### src/rtl/spi_pkg.sv
// Shared definitions for the SPI transaction blocks.
//   spi_seq_state_t : chip-select sequencer state encoding
//   SPI_DELAY_WIDTH : default width of cs setup/hold/gap delay counters
package spi_pkg;

   localparam int SPI_DELAY_WIDTH = 8;

   typedef enum logic [2:0] {
      ST_IDLE  = 3'd0,
      ST_SETUP = 3'd1,
      ST_FETCH = 3'd2,
      ST_ISSUE = 3'd3,
      ST_RECV  = 3'd4,
      ST_HOLD  = 3'd5,
      ST_GAP   = 3'd6
   } spi_seq_state_t;

endpackage

### src/rtl/spi_cs_timer.sv
// Loadable down-counter used for the cs setup, hold and gap intervals.
//   clk, rst_n : clock, async active-low reset (count clears to 0)
//   load       : load load_val (wins over dec)
//   load_val   : value to load
//   dec        : decrement by one, saturating at zero
//   zero       : count is zero
module spi_cs_timer
   import spi_pkg::*;
#(
   parameter int DELAY_WIDTH = SPI_DELAY_WIDTH
) (
   input  logic                   clk,
   input  logic                   rst_n,
   input  logic                   load,
   input  logic [DELAY_WIDTH-1:0] load_val,
   input  logic                   dec,
   output logic                   zero
);

   logic [DELAY_WIDTH-1:0] cnt_q, cnt_d;

   always_comb begin
      cnt_d = cnt_q;
      if (load) begin
         cnt_d = load_val;
      end else if (dec && (cnt_q != '0)) begin
         cnt_d = cnt_q - 1'b1;
      end
   end

   always_ff @(posedge clk or negedge rst_n) begin
      if (!rst_n) begin
         cnt_q <= '0;
      end else begin
         cnt_q <= cnt_d;
      end
   end

   assign zero = (cnt_q == '0);

endmodule

### src/rtl/spi_cs_sequencer.sv
// Transaction front end for the SPI master: frames command words under one
// active-low chip select with programmable setup/hold/gap, issues one word at
// a time to the SPI master and returns each received word on an AXIS output.
//   s_axis_*        : command words in, tlast closes the cs transaction
//   m_axis_*        : received words out, tlast follows the command framing
//   m_spi_*/s_spi_* : word interface to / from the SPI master
//   spi_bus_active  : SPI master still shifting; holds cs low in HOLD
//   cs_*_cycles     : delays in clk cycles, latched when a transaction starts
//   cs_n, busy      : chip select, sequencer not idle
//
// state | meaning
// IDLE  | cs high, waiting for a command word to start a transaction
// SETUP | cs low, counting setup delay
// FETCH | accepting the next command word
// ISSUE | offering the word to the SPI master
// RECV  | waiting for the SPI response, stalls while output register is full
// HOLD  | counting hold delay and waiting for the SPI bus to go idle
// GAP   | cs high, counting minimum gap before the next transaction
module spi_cs_sequencer
   import spi_pkg::*;
#(
   parameter int AXIS_DATA_WIDTH = 8,
   parameter int DELAY_WIDTH     = SPI_DELAY_WIDTH
) (
   input  logic                       clk,
   input  logic                       rst_n,
   input  logic [AXIS_DATA_WIDTH-1:0] s_axis_tdata,
   input  logic                       s_axis_tvalid,
   output logic                       s_axis_tready,
   input  logic                       s_axis_tlast,
   output logic [AXIS_DATA_WIDTH-1:0] m_axis_tdata,
   output logic                       m_axis_tvalid,
   input  logic                       m_axis_tready,
   output logic                       m_axis_tlast,
   output logic [AXIS_DATA_WIDTH-1:0] m_spi_tdata,
   output logic                       m_spi_tvalid,
   input  logic                       m_spi_tready,
   input  logic [AXIS_DATA_WIDTH-1:0] s_spi_tdata,
   input  logic                       s_spi_tvalid,
   output logic                       s_spi_tready,
   input  logic                       spi_bus_active,
   input  logic [DELAY_WIDTH-1:0]     cs_setup_cycles,
   input  logic [DELAY_WIDTH-1:0]     cs_hold_cycles,
   input  logic [DELAY_WIDTH-1:0]     cs_gap_cycles,
   output logic                       cs_n,
   output logic                       busy
);

   spi_seq_state_t             state_q, state_d;
   logic                       cs_n_q, cs_n_d;
   logic [AXIS_DATA_WIDTH-1:0] word_q, word_d;
   logic                       last_q, last_d;
   logic [DELAY_WIDTH-1:0]     hold_q, hold_d;
   logic [DELAY_WIDTH-1:0]     gap_q, gap_d;
   logic [AXIS_DATA_WIDTH-1:0] rx_data_q, rx_data_d;
   logic                       rx_valid_q, rx_valid_d;
   logic                       rx_last_q, rx_last_d;

   logic                       tmr_load, tmr_dec, tmr_zero;
   logic [DELAY_WIDTH-1:0]     tmr_val;
   logic                       rx_ready;

   spi_cs_timer #(.DELAY_WIDTH(DELAY_WIDTH)) u_timer (
      .clk      (clk),
      .rst_n    (rst_n),
      .load     (tmr_load),
      .load_val (tmr_val),
      .dec      (tmr_dec),
      .zero     (tmr_zero)
   );

   // The response register can take a new word when empty or draining this
   // cycle; this is the only backpressure towards the SPI master.
   assign rx_ready = (state_q == ST_RECV) && (!rx_valid_q || m_axis_tready);

   always_comb begin
      state_d    = state_q;
      cs_n_d     = cs_n_q;
      word_d     = word_q;
      last_d     = last_q;
      hold_d     = hold_q;
      gap_d      = gap_q;
      rx_data_d  = rx_data_q;
      rx_last_d  = rx_last_q;
      rx_valid_d = rx_valid_q && !m_axis_tready;
      tmr_load   = 1'b0;
      tmr_val    = '0;
      tmr_dec    = 1'b0;

      unique case (state_q)
         ST_IDLE: begin
            if (s_axis_tvalid) begin
               hold_d   = cs_hold_cycles;
               gap_d    = cs_gap_cycles;
               cs_n_d   = 1'b0;
               tmr_load = 1'b1;
               tmr_val  = cs_setup_cycles;
               state_d  = ST_SETUP;
            end
         end
         ST_SETUP: begin
            if (tmr_zero) state_d = ST_FETCH;
            else          tmr_dec = 1'b1;
         end
         ST_FETCH: begin
            if (s_axis_tvalid) begin
               word_d  = s_axis_tdata;
               last_d  = s_axis_tlast;
               state_d = ST_ISSUE;
            end
         end
         ST_ISSUE: begin
            if (m_spi_tready) state_d = ST_RECV;
         end
         ST_RECV: begin
            if (s_spi_tvalid && rx_ready) begin
               rx_data_d  = s_spi_tdata;
               rx_last_d  = last_q;
               rx_valid_d = 1'b1;
               if (last_q) begin
                  tmr_load = 1'b1;
                  tmr_val  = hold_q;
                  state_d  = ST_HOLD;
               end else begin
                  state_d  = ST_FETCH;
               end
            end
         end
         ST_HOLD: begin
            if (!tmr_zero) begin
               tmr_dec = 1'b1;
            end else if (!spi_bus_active) begin
               cs_n_d   = 1'b1;
               tmr_load = 1'b1;
               tmr_val  = gap_q;
               state_d  = ST_GAP;
            end
         end
         ST_GAP: begin
            if (tmr_zero) state_d = ST_IDLE;
            else          tmr_dec = 1'b1;
         end
         default: begin
            cs_n_d  = 1'b1;
            state_d = ST_IDLE;
         end
      endcase
   end

   always_ff @(posedge clk or negedge rst_n) begin
      if (!rst_n) begin
         state_q    <= ST_IDLE;
         cs_n_q     <= 1'b1;
         word_q     <= '0;
         last_q     <= 1'b0;
         hold_q     <= '0;
         gap_q      <= '0;
         rx_data_q  <= '0;
         rx_valid_q <= 1'b0;
         rx_last_q  <= 1'b0;
      end else begin
         state_q    <= state_d;
         cs_n_q     <= cs_n_d;
         word_q     <= word_d;
         last_q     <= last_d;
         hold_q     <= hold_d;
         gap_q      <= gap_d;
         rx_data_q  <= rx_data_d;
         rx_valid_q <= rx_valid_d;
         rx_last_q  <= rx_last_d;
      end
   end

   assign s_axis_tready = (state_q == ST_FETCH);
   assign m_spi_tvalid  = (state_q == ST_ISSUE);
   assign m_spi_tdata   = word_q;
   assign s_spi_tready  = rx_ready;
   assign m_axis_tdata  = rx_data_q;
   assign m_axis_tvalid = rx_valid_q;
   assign m_axis_tlast  = rx_last_q;
   assign cs_n          = cs_n_q;
   assign busy          = (state_q != ST_IDLE);

endmodule

### config.mk
export PLATFORM = sky130hd
export DESIGN_NAME = spi_cs_sequencer
export DESIGN_NICKNAME = d
export VERILOG_FILES = /design/src/rtl/spi_pkg.sv /design/src/rtl/spi_cs_timer.sv /design/src/rtl/spi_cs_sequencer.sv
export SDC_FILE = /design/constraint.sdc
export NUM_CORES = 1
export LEC_CHECK = 0
export BUFFER_PORTS_ARGS = -buffer_cell sky130_fd_sc_hd__buf_2
export CORE_MARGIN = 2
export CORE_UTILIZATION = 55
export CTS_BUF_LIST = sky130_fd_sc_hd__clkbuf_4 sky130_fd_sc_hd__clkbuf_8 sky130_fd_sc_hd__clkbuf_16
export CTS_CLUSTER_DIAMETER = 200
export DETAILED_ROUTE_END_ITERATION = 7
export PLACE_DENSITY = 0.85
export REMOVE_ABC_BUFFERS = 1
export SETUP_SLACK_MARGIN = 0.3
export SLEW_MARGIN = 20
export SYNTH_ARGS = -nofsm -noshare
export SYNTH_HDL_FRONTEND = slang
export SYNTH_SLANG_ARGS = --single-unit
export TNS_END_PERCENT = 5
### constraint.sdc
create_clock -name clk -period 5 [get_ports clk]
set_input_delay 0 -clock clk [delete_from_list [all_inputs] [get_ports clk]]
set_output_delay 0 -clock clk [all_outputs]
set_load 0.005 [all_outputs]
==> results of run 1 <==
[per-stage QoR]
| stage | worst slack [ps] | power, mW |
|---|---|---|
| after global routing | 2300 | 1.82 |
| after floorplan | 2610 | 1.13 |
| final | 2520 | 1.69 |
| after CTS | 2550 | 1.67 |
| after detailed placement | 2580 | 1.35 |
| after global placement | 2650 | 1.32 |
[power groups by stage]
stage               logic, mW  clock network, mW  registers (mW)
finish                  0.667              0.302           0.721
global route            0.743              0.323           0.750
CTS                     0.657              0.301           0.715
detailed placement      0.631                  0           0.724
global placement        0.610                  0           0.712
floorplan               0.434                  0           0.698
[worst max-delay path, delay by kind of cell (launching register included)]
family | cells | cell delay (ps)
buffers and inverters | 1 | 270
DFF | 1 | 530
AOI/OAI and AO/OA | 2 | 290
and+or+nand+nor | 3 | 1270
[per-layer routing]
layer  part of all wire  track usage  routed length, um
met5                  0            0                  0
met2               0.52        0.441               2960
met1               0.39        0.302               2210
met3              0.048       0.0455                274
met4              0.038        0.147                216
[worst paths after layout]
path	from	to	slack (ps)	cells after the start
min	cs_setup_cycles[0]	u_timer.cnt_q[0]	40	4
max in group asynchronous	rst_n	u_timer.cnt_q[7]	4370	2
min in group asynchronous	rst_n	m_axis_tvalid	220	2
min reg2reg	cs_n	cs_n	460	2
max reg2reg	state_q[2]	u_timer.cnt_q[6]	2520	6
max	state_q[2]	u_timer.cnt_q[6]	2520	6
[timing repair]
action	4_1_cts	5_1_grt
gates resized for setup	0	0
hold buffers	36	0
buffers inserted	0	0
endpoints found under the hold margin	81	0
[flip-flops by register name, summed over array words and instances (netlist names)]
| signal | flops |
|---|---|
| state_q | 3 |
| m_axis_tlast | 1 |
| gap_q | 8 |
| m_axis_tvalid | 1 |
| m_spi_tdata | 8 |
| m_axis_tdata | 8 |
| last_q | 1 |
| hold_q | 8 |
| u_timer.cnt_q | 8 |
| cs_n | 1 |
[cell families after synthesis]
| family | count (synthesis) |
|---|---|
| AND/OR/NAND/NOR | 56 |
| flip-flops | 47 |
| AO/OA/AOI/OAI | 41 |
| multiplexers | 34 |
| buffers and inverters | 16 |
| XOR/XNOR | 2 |
| adder cells (fa/ha/maj) | 2 |
[cell usage in the layout (no fill, tap or decap), types with 2 or more instances in the layout]
cell / instances
sky130_fd_sc_hd__o21ai_0: 7
sky130_fd_sc_hd__dfrtp_1: 46
sky130_fd_sc_hd__a21oi_1: 7
sky130_fd_sc_hd__a211oi_1: 2
sky130_fd_sc_hd__o211ai_1: 4
sky130_fd_sc_hd__mux2_2: 33
sky130_fd_sc_hd__o311a_2: 2
sky130_fd_sc_hd__buf_4: 3
sky130_fd_sc_hd__nand3_1: 6
sky130_fd_sc_hd__nor3_1: 7
sky130_fd_sc_hd__buf_2: 69
sky130_fd_sc_hd__a22o_1: 5
sky130_fd_sc_hd__a222oi_1: 3
sky130_fd_sc_hd__dlygate4sd3_1: 36
sky130_fd_sc_hd__nand2_1: 13
sky130_fd_sc_hd__nand3b_1: 2
sky130_fd_sc_hd__a22oi_1: 4
sky130_fd_sc_hd__and2_1: 2
sky130_fd_sc_hd__or2b_2: 2
sky130_fd_sc_hd__ha_1: 2
sky130_fd_sc_hd__nor3b_1: 2
sky130_fd_sc_hd__nor2_1: 8
sky130_fd_sc_hd__clkbuf_8: 6
sky130_fd_sc_hd__nand2b_1: 3
sky130_fd_sc_hd__inv_1: 6
[layout make-up]
class / instances / area [um2]
multi-input combinational: 135 / 1050
clock buffer: 6 / 82.6
timing repair buffer: 108 / 728
sequential: 47 / 1180
clock inverter: 2 / 38.8
fill: 258 / 862
tap: 50 / 62.6
inverter: 6 / 22.5
==> impl_summary.txt, run 1 <==
----------------------------------------------------
[STA]
  Final setup vio count ... 0
  Clock skew ... 15.9 ps
  Unrepaired setup endpoints after global routing ... no
  Final period utilization ... 0.497
  Slew Viols, Final ... 0
  Worst hold slack after final layout ... 41.4 ps
  Total count of hold-check failures in the final report ... 0
  Achievable clock frequency ... 403 MHz
  Final worst path period need ... 2480 ps
  Headroom to the max-slew limit ... 0.361
  Setup TNS ... 0 ps
  Slew at the pin with the worst max-slew slack ... 959 ps

[Cells and area]
  Number of diodes ... 0
  Final std cell area, no fill ... 3170 um2
  Fraction of layout instances using a drive strength above 1 ... 0.411
  Post-Route Utilization ... 0.786
  Area Growth Syn to Fin ... 36.4%
  Net count, final ... 353
  Non-filler cells, final ... 354

[Setup path]
  Critical setup path kind ... flip-flop to flip-flop
  Arrival time worst endpoint ... 2670 ps
  Peak per-stage delay on the critical path ... 620 ps
  Highest-delay cell along the critical path ... sky130_fd_sc_hd__nor4_2
  Endpoint type of the worst setup path ... flip-flop
  Type of element launching the critical path ... flip-flop
  Largest fanout of any net on the critical path ... 12
  CP cell instances ... or2b_2 -> nor4_2 -> buf_4 -> or3_1 -> o21ai_0 -> o311a_2
  Req. time, crit path ... 5180 ps

[Place]
  Area after detailed placement ... 2680 um2
  Detailed-placement wirelength estimate ... 3380 um
  Weighted congestion at the end of routability-driven global placement ... 0.855
  Number of port buffers ... 70
  Inst Count DP ... 310

[Routing]
  Vias post-DR ... 1992
  Routed Wire Length ... 5660 um
  Via/cell ratio ... 5.63
  Routed wire per std cell ... 16.0 um
  Count of routing violations after the opening detailed-route iteration ... 136
  Number of nets still failing antenna checks after routing ... 0
  DRC errors left ... 0
  DRT Pass-1 Iters ... 4

[Pwr]
  Power per standard cell area ... 534 nW/um2
  Relative contribution of combinational cells to total power ... 0.395
  Peak supply drop ... 0.000366 V
  Leak pwr ... 1.48 nW
  Cell-internal power ... 1.10 mW
  Sequential share of power ... 0.427
  Switching power ... 0.588 mW
  Share of total power consumed by net switching ... 0.348
  Share of power burned in the clock network ... 0.179

[Synthesis]
  Top flip-flop cell by instance count after synthesis ... sky130_fd_sc_hd__dfrtp_1
  Number of different library cells in the post-synthesis netlist ... 47
  Combinational family with the most area after synthesis ... multiplexers
  Asr flop ratio synth ... 1.00
  Post-synthesis adder-cell area fraction ... 0.0108
  Post-Synthesis Cell Area ... 2320 um2
  Seq cells post-synth ... 47
  Number of enable-type register cells in the synthesized netlist ... 0
  Synthesized-area fraction occupied by xor and xnor cells ... 0.00755
  Yosys warns ... 0
  Number of instances in the synthesized netlist ... 198
  Post-synth top area share ... 0.496
  Yosys top cell by area ... sky130_fd_sc_hd__dfrtp_1
  Most frequent cell after synthesis ... sky130_fd_sc_hd__dfrtp_1
  Multiplexer area fraction after synthesis ... 0.164
  Ranking of synthesized cells by instance count ... 46 x sky130_fd_sc_hd__dfrtp_1, 33 x sky130_fd_sc_hd__mux2_2, 13 x sky130_fd_sc_hd__nand2_1, 8 x sky130_fd_sc_hd__nor2_1
  Post-synthesis compound-gate area fraction ... 0.129
  Synth Area per Inst ... 11.7 um2
  Top area cells in the synthesized netlist ... sky130_fd_sc_hd__dfrtp_1 50%, sky130_fd_sc_hd__mux2_2 16%, sky130_fd_sc_hd__nand2_1 2.1%
  Proportion of synthesized chip area in sequential cells ... 0.507
  Simple-gate share of the synthesized area ... 0.140

[Global routing]
  Initial antenna violation count ... 0
  Total GRT Usage ... 0.257
  Pin count of the biggest net entering global routing ... 48
  Via count of the first global-routing pass ... 1974
  First-pass GRT wire length ... 8870 um
  Overflow left after global routing ... 0

[Job]
  Number of maximum-capacitance constraint violations ... 0

[Floorplanning]
  Initial Util ... 0.576
  Die Span X ... 69.0 um
  Full die area ... 4760 um2
  Die Y-Extent ... 69.0 um
  Number of core rows ... 23
  Top Ports ... 71
  Area of the core ... 4030 um2

[Clock tree]
  TritonCTS buffer count ... 5
  Maximum level of the CTS H-tree ... 2
  Clock tree from TritonCTS ... built
  Clock tree root buffer cell ... sky130_fd_sc_hd__clkbuf_8
  Clk_lat worst skew ... 310 ps
  Clock Path Buffers ... 2
  Number of sinks driven by the clock tree ... 47
  Clock input transition at the sequential cells of the worst setup and hold paths ... 90 ps

[Min path]
  Hold Path Class ... primary input to flip-flop

[Run status]
  Outcome ... finished, final reports clean

----------------------------------------------------
No activity file was read; power rests on OpenSTA's default activity.
==> inputs of run 2 (changes only) <==
--- a/config.mk
+++ b/config.mk
@@ -7,11 +7,11 @@
 export LEC_CHECK = 0
 export BUFFER_PORTS_ARGS = -buffer_cell sky130_fd_sc_hd__buf_2
 export CORE_MARGIN = 2
-export CORE_UTILIZATION = 55
+export CORE_UTILIZATION = 51
 export CTS_BUF_LIST = sky130_fd_sc_hd__clkbuf_4 sky130_fd_sc_hd__clkbuf_8 sky130_fd_sc_hd__clkbuf_16
 export CTS_CLUSTER_DIAMETER = 200
 export DETAILED_ROUTE_END_ITERATION = 7
-export PLACE_DENSITY = 0.85
+export PLACE_DENSITY = 0.79
 export REMOVE_ABC_BUFFERS = 1
 export SETUP_SLACK_MARGIN = 0.3
 export SLEW_MARGIN = 20
==> constraint.sdc (replaced) <==
create_clock -name clk -period 2.4 [get_ports clk]
set_input_delay 0 -clock clk [delete_from_list [all_inputs] [get_ports clk]]
set_output_delay 0 -clock clk [all_outputs]
set_load 0.005 [all_outputs]
==> impl_summary.txt, run 2 (same netlist as run 1, synthesis figures left out) <==
----------------------------------------------------
[STA]
  Setup TNS ... 0 ps
  Unrepaired setup endpoints after global routing ... yes
  Achievable clock frequency ... 482 MHz
  Worst hold slack after final layout ... 43.6 ps
  Final worst path period need ... 2070 ps
  Slew Viols, Final ... 0
  Slew at the pin with the worst max-slew slack ... 595 ps
  Final setup vio count ... 0
  Clock skew ... 5.81 ps
  Final period utilization ... 0.864
  Total count of hold-check failures in the final report ... 0
  Headroom to the max-slew limit ... 0.604

[Global routing]
  Total GRT Usage ... 0.232
  Initial antenna violation count ... 0
  Overflow left after global routing ... 0
  Via count of the first global-routing pass ... 1947
  First-pass GRT wire length ... 9320 um
  Pin count of the biggest net entering global routing ... 48

[Cells and area]
  Area Growth Syn to Fin ... 41.9%
  Count of fill cells added during filler insertion ... 295
  Area used by multi-input combinational logic ... 1090 um2
  Most frequent cells in the layout ... 69 x sky130_fd_sc_hd__buf_2, 46 x sky130_fd_sc_hd__dfrtp_1, 36 x sky130_fd_sc_hd__dlygate4sd3_1, 33 x sky130_fd_sc_hd__mux2_2, 13 x sky130_fd_sc_hd__nand2_1
  Leading cell type in the layout, fill and taps excluded ... sky130_fd_sc_hd__buf_2
  Post-Route Utilization ... 0.751
  Sequential Area ... 1180 um2
  Number of diodes ... 0
  Net count, final ... 360
  Fraction of layout instances using a drive strength above 1 ... 0.444

[Setup path]
  Critical setup path kind ... flip-flop to flip-flop
  Arrival time worst endpoint ... 2240 ps
  R2R depth ... 8
  Req. time, crit path ... 2560 ps
  Type of element launching the critical path ... flip-flop
  Endpoint type of the worst setup path ... flip-flop
  Largest fanout of any net on the critical path ... 4

[Min path]
  Cell count of the worst hold path ... 4
  Hold Path Class ... primary input to flip-flop

[Pwr]
  Sequential share of power ... 0.401
  Peak supply drop ... 0.000728 V
  Leak pwr ... 1.52 nW
  Relative contribution of combinational cells to total power ... 0.414
  Cell-internal power ... 2.45 mW
  Share of total power consumed by net switching ... 0.343
  Share of power burned in the clock network ... 0.185
  Power per standard cell area ... 1130 nW/um2
  Switching power ... 1.28 mW

[Place]
  Number of port buffers ... 70
  Detailed-placement wirelength estimate ... 3480 um
  Weighted congestion at the end of routability-driven global placement ... 0.879

[Floorplanning]
  Area of the core ... 4380 um2
  Full die area ... 5110 um2
  Top Ports ... 71
  Number of core rows ... 24
  Initial Util ... 0.529
  Die Span X ... 71.5 um
  Die Y-Extent ... 71.5 um

[Clock tree]
  Clock tree root buffer cell ... sky130_fd_sc_hd__clkbuf_8
  Clk_lat worst skew ... 300 ps
  Clock input transition at the sequential cells of the worst setup and hold paths ... 90 ps
  Clock tree from TritonCTS ... built
  Number of sinks driven by the clock tree ... 47
  Maximum level of the CTS H-tree ... 2
  TritonCTS buffer count ... 5
  Clock Path Buffers ... 2

[Routing]
  Vias post-DR ... 2033
  DRC errors left ... 0
  Number of nets still failing antenna checks after routing ... 0
  Routed wire per std cell ... 15.8 um
  DRT Pass-1 Iters ... 4
  Routed Wire Length ... 5740 um
  Count of routing violations after the opening detailed-route iteration ... 254
  Via/cell ratio ... 5.60

[Run status]
  Outcome ... finished, final reports clean

[Job]
  Number of maximum-capacitance constraint violations ... 0

----------------------------------------------------
[run 2: metal layers]
| metal | wire [um] | vias up | global-route usage |
|---|---|---|---|
| met2 | 3090 | 55 | 0.421 |
| li1 | - | 956 | - |
| met4 | 156 | 0 | 0.0755 |
| met1 | 2320 | 1004 | 0.282 |
| met5 | 0 | - | 0 |
| met3 | 177 | 18 | 0.0380 |
[run 2: critical path: stages, from the launching register on]
cell and delay, ps:
sky130_fd_sc_hd__dfrtp_1 390, sky130_fd_sc_hd__inv_1 80, sky130_fd_sc_hd__ha_2 180, sky130_fd_sc_hd__or4b_4 490, sky130_fd_sc_hd__nor4b_4 320, sky130_fd_sc_hd__buf_4 180, sky130_fd_sc_hd__nor3_1 70, sky130_fd_sc_hd__a211oi_1 170
sky130_fd_sc_hd__a21oi_1 60
[run 2: area by class of cell]
class,count,area share
Sequential cell,47,0.357
Timing Repair Buffer,115,0.245
Clock buffer,5,0.0209
Multi-Input combinational cell,135,0.330
Tap cell,52,0.0197
Inverter,6,0.00684
Clock inverter,3,0.0205
[run 2: final timing paths]
| path | slack, ps | start | end |
|---|---|---|---|
| min | 40 | cs_setup_cycles[0] | u_timer.cnt_q[0] |
| max reg2reg | 330 | u_timer.cnt_q[1] | u_timer.cnt_q[3] |
| max in group asynchronous | 1760 | rst_n | u_timer.cnt_q[6] |
| min in group asynchronous | 240 | rst_n | gap_q[2] |
| min reg2reg | 470 | cs_n | cs_n |
| max | 330 | u_timer.cnt_q[1] | u_timer.cnt_q[3] |
[run 2: power groups by stage]
stage          Combinational (mW)  Sequential, mW  Clock (mW)
2_1_floorplan               0.904            1.45           0
3_3_place_gp                 1.32            1.46           0
3_5_place_dp                 1.37            1.49           0
4_1_cts                      1.48            1.47       0.699
5_1_grt                      1.68            1.55       0.732
6_report                     1.54            1.50       0.691
[run 2: stage by stage]
stage	setup slack [ps]	std cells	instance area [um2]	power [mW]
2_1_floorplan	8.43	188	2250	2.36
3_3_place_gp	267	315	2730	2.78
3_5_place_dp	167	315	2730	2.86
4_1_cts	282	362	3280	3.66
5_1_grt	221	363	3290	3.96
6_report	327	363	3290	3.73
[run 2: repair_timing]
action / CTS / global route
pin swaps: 2 / 2
resized for setup: 6 / 2
hold buffers: 36 / 0
setup endpoints to repair: 9 / 9
setup buffers: 3 / 1
hold endpoints to repair: 81 / 0
